$ cat src/rtl/flow_pkg.sv
// Shared types and constants for the flow-control library (branch/merge elements).
package flow_pkg;

    typedef enum logic [1:0] {
        IDLE   = 2'd0,
        OUT_HI = 2'd1,
        OUT_LO = 2'd2,
        IN_LO  = 2'd3
    } merge_state_t;

    // Branch tags: the equal path is branch 0, the not-equal path is branch 1.
    localparam logic SEL_EQ  = 1'b0;
    localparam logic SEL_NEQ = 1'b1;

endpackage

$ cat src/rtl/rr_arb2.sv
// Two-way round-robin grant, purely combinational.
// On a tie the branch that was not served last wins.
module rr_arb2 (
    input  logic       req0,
    input  logic       req1,
    input  logic       last,
    output logic [1:0] gnt
);

    always_comb begin
        gnt = 2'b00;
        if (req0 && (!req1 || last)) begin
            gnt = 2'b01;
        end else if (req1) begin
            gnt = 2'b10;
        end
    end

endmodule

$ cat src/rtl/branch_merge.sv
// Two-into-one four-phase merge with round-robin tie-break; all outputs registered.
//
//   state  | meaning
//   IDLE   | sampling requests, grant on any request
//   OUT_HI | out_req high, waiting for out_ack high
//   OUT_LO | out_req low, waiting for out_ack low
//   IN_LO  | ack to granted branch high, waiting for its req low
module branch_merge
    import flow_pkg::*;
#(
    parameter int WIDTH = 8
) (
    input  logic             clk,
    input  logic             rstn,
    input  logic             req0,
    input  logic [WIDTH-1:0] d0,
    output logic             ack0,
    input  logic             req1,
    input  logic [WIDTH-1:0] d1,
    output logic             ack1,
    output logic             out_req,
    output logic [WIDTH-1:0] out_d,
    output logic             out_sel,
    input  logic             out_ack
);

    merge_state_t     state, state_nxt;
    logic             last, last_nxt;
    logic             out_req_nxt, ack0_nxt, ack1_nxt, out_sel_nxt;
    logic [WIDTH-1:0] out_d_nxt;
    logic [1:0]       gnt;
    logic             req_g;

    rr_arb2 u_arb (
        .req0 (req0),
        .req1 (req1),
        .last (last),
        .gnt  (gnt)
    );

    // out_sel doubles as the granted-branch register for the whole transfer.
    assign req_g = (out_sel == SEL_NEQ) ? req1 : req0;

    always_ff @(posedge clk or negedge rstn) begin
        if (!rstn) begin
            state   <= IDLE;
            out_req <= 1'b0;
            ack0    <= 1'b0;
            ack1    <= 1'b0;
            out_d   <= '0;
            out_sel <= SEL_EQ;
            last    <= 1'b1;
        end else begin
            state   <= state_nxt;
            out_req <= out_req_nxt;
            ack0    <= ack0_nxt;
            ack1    <= ack1_nxt;
            out_d   <= out_d_nxt;
            out_sel <= out_sel_nxt;
            last    <= last_nxt;
        end
    end

    always_comb begin
        state_nxt = state;
        case (state)
            IDLE:    if (gnt != 2'b00) state_nxt = OUT_HI;
            OUT_HI:  if (out_ack)      state_nxt = OUT_LO;
            OUT_LO:  if (!out_ack)     state_nxt = IN_LO;
            IN_LO:   if (!req_g)       state_nxt = IDLE;
            default:                   state_nxt = IDLE;
        endcase
    end

    always_comb begin
        out_req_nxt = out_req;
        ack0_nxt    = ack0;
        ack1_nxt    = ack1;
        out_d_nxt   = out_d;
        out_sel_nxt = out_sel;
        last_nxt    = last;
        case (state)
            IDLE: begin
                if (gnt != 2'b00) begin
                    out_req_nxt = 1'b1;
                    out_sel_nxt = gnt[1] ? SEL_NEQ : SEL_EQ;
                    out_d_nxt   = gnt[1] ? d1 : d0;
                end
            end
            OUT_HI: begin
                if (out_ack) out_req_nxt = 1'b0;
            end
            OUT_LO: begin
                if (!out_ack) begin
                    ack0_nxt = (out_sel == SEL_EQ);
                    ack1_nxt = (out_sel == SEL_NEQ);
                end
            end
            IN_LO: begin
                if (!req_g) begin
                    ack0_nxt = 1'b0;
                    ack1_nxt = 1'b0;
                    last_nxt = out_sel;
                end
            end
            default: begin
                out_req_nxt = 1'b0;
                ack0_nxt    = 1'b0;
                ack1_nxt    = 1'b0;
            end
        endcase
    end

endmodule

$ cat config.mk
export PLATFORM = sky130hd
export DESIGN_NAME = branch_merge
export DESIGN_NICKNAME = d
export VERILOG_FILES = /design/src/rtl/flow_pkg.sv /design/src/rtl/rr_arb2.sv /design/src/rtl/branch_merge.sv
export SDC_FILE = /design/constraint.sdc
export NUM_CORES = 1
export LEC_CHECK = 0
export ABC_CLOCK_PERIOD_IN_PS = 2700
export BUFFER_PORTS_ARGS = -buffer_cell sky130_fd_sc_hd__buf_2
export CAP_MARGIN = 0
export CORE_ASPECT_RATIO = 1.2
export CORE_MARGIN = 10
export CORE_UTILIZATION = 49
export CTS_CLUSTER_SIZE = 30
export DETAILED_ROUTE_END_ITERATION = 10
export HOLD_SLACK_MARGIN = 0.15
export PLACE_DENSITY = 0.81
export SLEW_MARGIN = 20
export SYNTH_ARGS = -nofsm -noshare
export SYNTH_HDL_FRONTEND = slang
export SYNTH_SLANG_ARGS = --single-unit
export TNS_END_PERCENT = 20
$ cat constraint.sdc
create_clock -name clk -period 2.7 [get_ports clk]
set_input_delay 0.27 -clock clk [delete_from_list [all_inputs] [get_ports clk]]
set_output_delay 0.27 -clock clk [all_outputs]
set_load 0.005 [all_outputs]
==> impl_results.rst <==
.. list-table::
   :header-rows: 1

   * - Metric
     - Value
   * - Status
     - completed
   * - Fillers
     - 142
   * - Setup WS pre-CTS
     - ~1.0 ns
   * - Unrepaired setup endpoints after global routing
     - no
   * - Worst-Skew Late Latency
     - roughly 0.27 ns
   * - Least-Margin Pin Slew
     - 0.853 ns
   * - Number of vias per cell
     - between 5 and 6
   * - Maximum number of pins on one net before global-route repair
     - 17
   * - Growth of design area from synthesis to finish
     - 26.6%
   * - PortBufs
     - 32
   * - Overall power after layout
     - 1.05 mW
   * - Clk sink count
     - 15
   * - Hold wc startpoint
     - d0[1]
   * - Die Span X
     - approximately 57 microns
   * - Hold buffers post-CTS
     - 1
   * - Number of detailed-routing iterations run before antenna repair
     - 4
   * - Net switching share of the total power
     - 38.1%
   * - Worst path required time
     - between 2 and 3 ns
   * - Endpoint kind of the worst setup timing path
     - flop
   * - Combinational group share of total power
     - between 40% and 50%
   * - Synthesized-area fraction occupied by xor and xnor cells
     - 0%
   * - Total CTS buffers
     - 3
   * - Placed Cells
     - between 100 and 150
   * - Worst slew margin relative to its limit
     - a little over two fifths
   * - Initial standard-cell utilization of the core
     - between 50% and 60%
   * - Post-Place Cell Area
     - 981 sq um
   * - Worst hold-check slack
     - 0.271 ns
   * - Gates resized, CTS repair
     - 0
   * - Count of final hold-check violations
     - 0
   * - Number of vias after detailed routing
     - roughly 660
   * - Routed wire length per instance
     - 14.7 microns
   * - TritonCTS clock tree
     - done
   * - Clock period minus final worst setup slack
     - ~1.7 ns
   * - Seq cells post-synth
     - 15
   * - CORE AREA
     - ~0.0015 sq mm
   * - Number of H-tree levels
     - 1
   * - Area of the die
     - 0.00367 sq mm
   * - Io pins
     - 33
   * - IR Drop Worst-Case VDD
     - ~0.00052 V
   * - Final antenna diode count
     - 0
   * - Residual antenna-violating net count after detailed routing
     - 0
   * - Die outline height
     - around 64 microns
   * - Residual overflow from global routing
     - 0
   * - Initial DRC count
     - 12
   * - Average footprint of a synthesized cell
     - about 10 sq um
   * - Number of global-route vias before repair
     - 769
   * - Distinct cell type count of the synthesized netlist
     - 21
   * - Total net switching power
     - between 300 and 400 uW
   * - Total number of yosys warnings
     - 0
   * - Final Max Slew Viols
     - 0
   * - Synthesized instance count
     - 77
   * - Number of cells in the finished layout apart from fillers
     - 130
   * - Dominant combinational cell family by area after synthesis
     - multiplexers
   * - Cell internal power dissipation
     - between 600 and 700 uW
   * - Final TNS setup
     - 0 ns
   * - Max-cap violations
     - 0
   * - Synth Area in Compound Gates
     - 13.1%
   * - Post-synthesis share of cell area spent on full adders, half adders and majority gates
     - 6.22%
   * - Syn Std Cell Area
     - about 800 sq um
   * - Root buf cell
     - clkbuf_4
   * - Type of the most critical hold path
     - primary input to flop
   * - Sequential Power Share
     - slightly below 40%
   * - Number of nets produced by synthesis
     - slightly above 100
   * - Data arrival time at the worst-slack endpoint
     - 1.77 ns
   * - Simple-gate portion of the synthesized area
     - 13.2%
   * - Utilization of the core after routing
     - between 60 and 70%
   * - Sum of net half-perimeters after detailed placement
     - approximately 1.6 mm
   * - Clock Skew
     - approximately 0.00083 ns
   * - Fraction of layout instances using a drive strength above 1
     - between 40% and 50%
   * - Antenna violations before repair
     - 0
   * - Number of setup violations in the final report
     - 0
   * - Start of the worst register-to-register path
     - state[0]
   * - Ratio of final minimum period to clock period
     - 61.2%
   * - Static leakage power
     - around 0.54 nW
   * - Standard-cell rows
     - 15
   * - Worst setup path startpoint
     - state[0]
   * - Sequential share of the synthesized area
     - a little under half
   * - CTS max path bufs
     - 2
   * - Post-CTS setup-driven buffer insertion count
     - 0
   * - Global-route wire length before repair
     - ~3.2 mm
   * - Critical path type
     - flop to flop
   * - Area of all placed cells without fillers
     - a little over 0.001 sq mm
   * - Max Fclk
     - just over 600 MHz
   * - Worst path setup slack after routing
     - between 1 and 1.5 ns
   * - PD cells
     - about 1000 mW/mm^2
   * - Clock-pin slew on the worst setup and hold paths
     - 0.09 ns
   * - Critical Path Start Type
     - flop
   * - Overall Global Routing Usage
     - between 10% and 20%
   * - Critical-path maximum fanout
     - 16
   * - Total wire length after detailed routing
     - ~1.9 mm
   * - Final Wtd Congestion
     - 0.840
   * - Part of the power in the clock network
     - between 10% and 20%
   * - Multiplexer share of the synthesized area
     - roughly 18%
   * - Residual DRC
     - 0
   * - Count of nets after finishing
     - 139
cell type report:
| class | instances | area (sq um) | area share (%) |
|---|---|---|---|
| repair buffers | 34 | 178 | 17.4 |
| inverters | 3 | 11.3 | 1.11 |
| flip-flops and latches | 15 | 377 | 37.0 |
| well taps | 17 | 21.3 | 2.09 |
| clock buffers | 3 | 22.5 | 2.21 |
| multi-input cells | 57 | 404 | 39.7 |
| clock inverters | 1 | 5.00 | 0.491 |
synth_stat cells:
| master | number | area share, % |
|---|---|---|
| buf_2 | 1 | 0.62 |
| nor2b_1 | 2 | 1.6 |
| buf_4 | 1 | 0.93 |
| a22o_1 | 1 | 1.1 |
| dfstp_2 | 1 | 3.3 |
| o311ai_0 | 1 | 1.1 |
| o21ai_1 | 1 | 0.62 |
| nand2_2 | 1 | 0.78 |
| dfrtp_1 | 14 | 44 |
| mux2_4 | 2 | 3.7 |
| mux2_2 | 2 | 2.8 |
| nand3_4 | 1 | 2.2 |
| ha_1 | 4 | 6.2 |
| nand2_1 | 13 | 6.1 |
| o21ai_0 | 10 | 6.2 |
| a21oi_1 | 3 | 1.9 |
| nor2_1 | 4 | 1.9 |
| mux2i_1 | 9 | 11 |
| inv_1 | 3 | 1.4 |
| nand2b_1 | 1 | 0.78 |
| a21oi_2 | 2 | 2.2 |
sequential cells by signal, indices dropped and copies added (netlist names):
name / count
ack0: 1
ack1: 1
last: 1
out_d: 8
out_req: 1
out_sel: 1
state: 2
cells by family after synthesis:
group | count (synthesis)
buf+inv | 5
mux | 13
flops | 15
simple gates | 22
compound gates | 18
fa+ha+maj | 4
final timing paths:
| path | end | slack (ns) | cells after the start |
|---|---|---|---|
| setup / recovery | out_d[5] | 1.05 | 4 |
| hold / removal | out_d[1] | 0.27 | 3 |
| setup reg to reg | out_d[5] | 1.05 | 4 |
| hold reg to reg | out_d[1] | 0.48 | 2 |
| max in group asynchronous | last | 1.99 | 2 |
| min in group asynchronous | out_req | 0.42 | 2 |
power groups by stage:
| stage | Combinational (mW) | Clock [mW] | Sequential (mW) |
|---|---|---|---|
| final | 0.516 | 0.125 | 0.409 |
| after global routing | 0.586 | 0.139 | 0.424 |
| after CTS | 0.531 | 0.130 | 0.411 |
| after detailed placement | 0.529 | 0 | 0.415 |
| after global placement | 0.498 | 0 | 0.408 |
| after floorplan | 0.340 | 0 | 0.412 |
placed cells by master, fill, tap and decap left out:
| cell | instances |
|---|---|
| buf_2 | 32 |
| dfrtp_1 | 14 |
| nand2_1 | 13 |
| o21ai_0 | 10 |
| mux2i_1 | 9 |
| nor2_1 | 4 |
| ha_1 | 4 |
| inv_1 | 3 |
| a21oi_1 | 3 |
| clkbuf_4 | 3 |
| mux2_4 | 2 |
| nor2b_1 | 2 |
| a21oi_2 | 2 |
| mux2_2 | 2 |
| o311ai_0 | 1 |
| o21ai_1 | 1 |
| nand2b_1 | 1 |
| a22o_1 | 1 |
| nand2_2 | 1 |
| nand3_4 | 1 |
| clkinv_2 | 1 |
| dlygate4sd3_1 | 1 |
| dfstp_2 | 1 |
| buf_4 | 1 |
metal layers:
metal	global-route usage [%]	vias to the layer above	part of all wire [%]
li1	-	335	-
met1	11.2	304	41
met2	18.5	25	51
met3	4.15	0	8.3
met4	2.65	0	0
met5	0	-	0
critical path, stage by stage (launching register included):
cell and delay (ns):
dfrtp_1 0.40, inv_1 0.09, ha_1 0.28, o21ai_1 0.49, o21ai_0 0.24
Power figures use the tool's default switching activity.
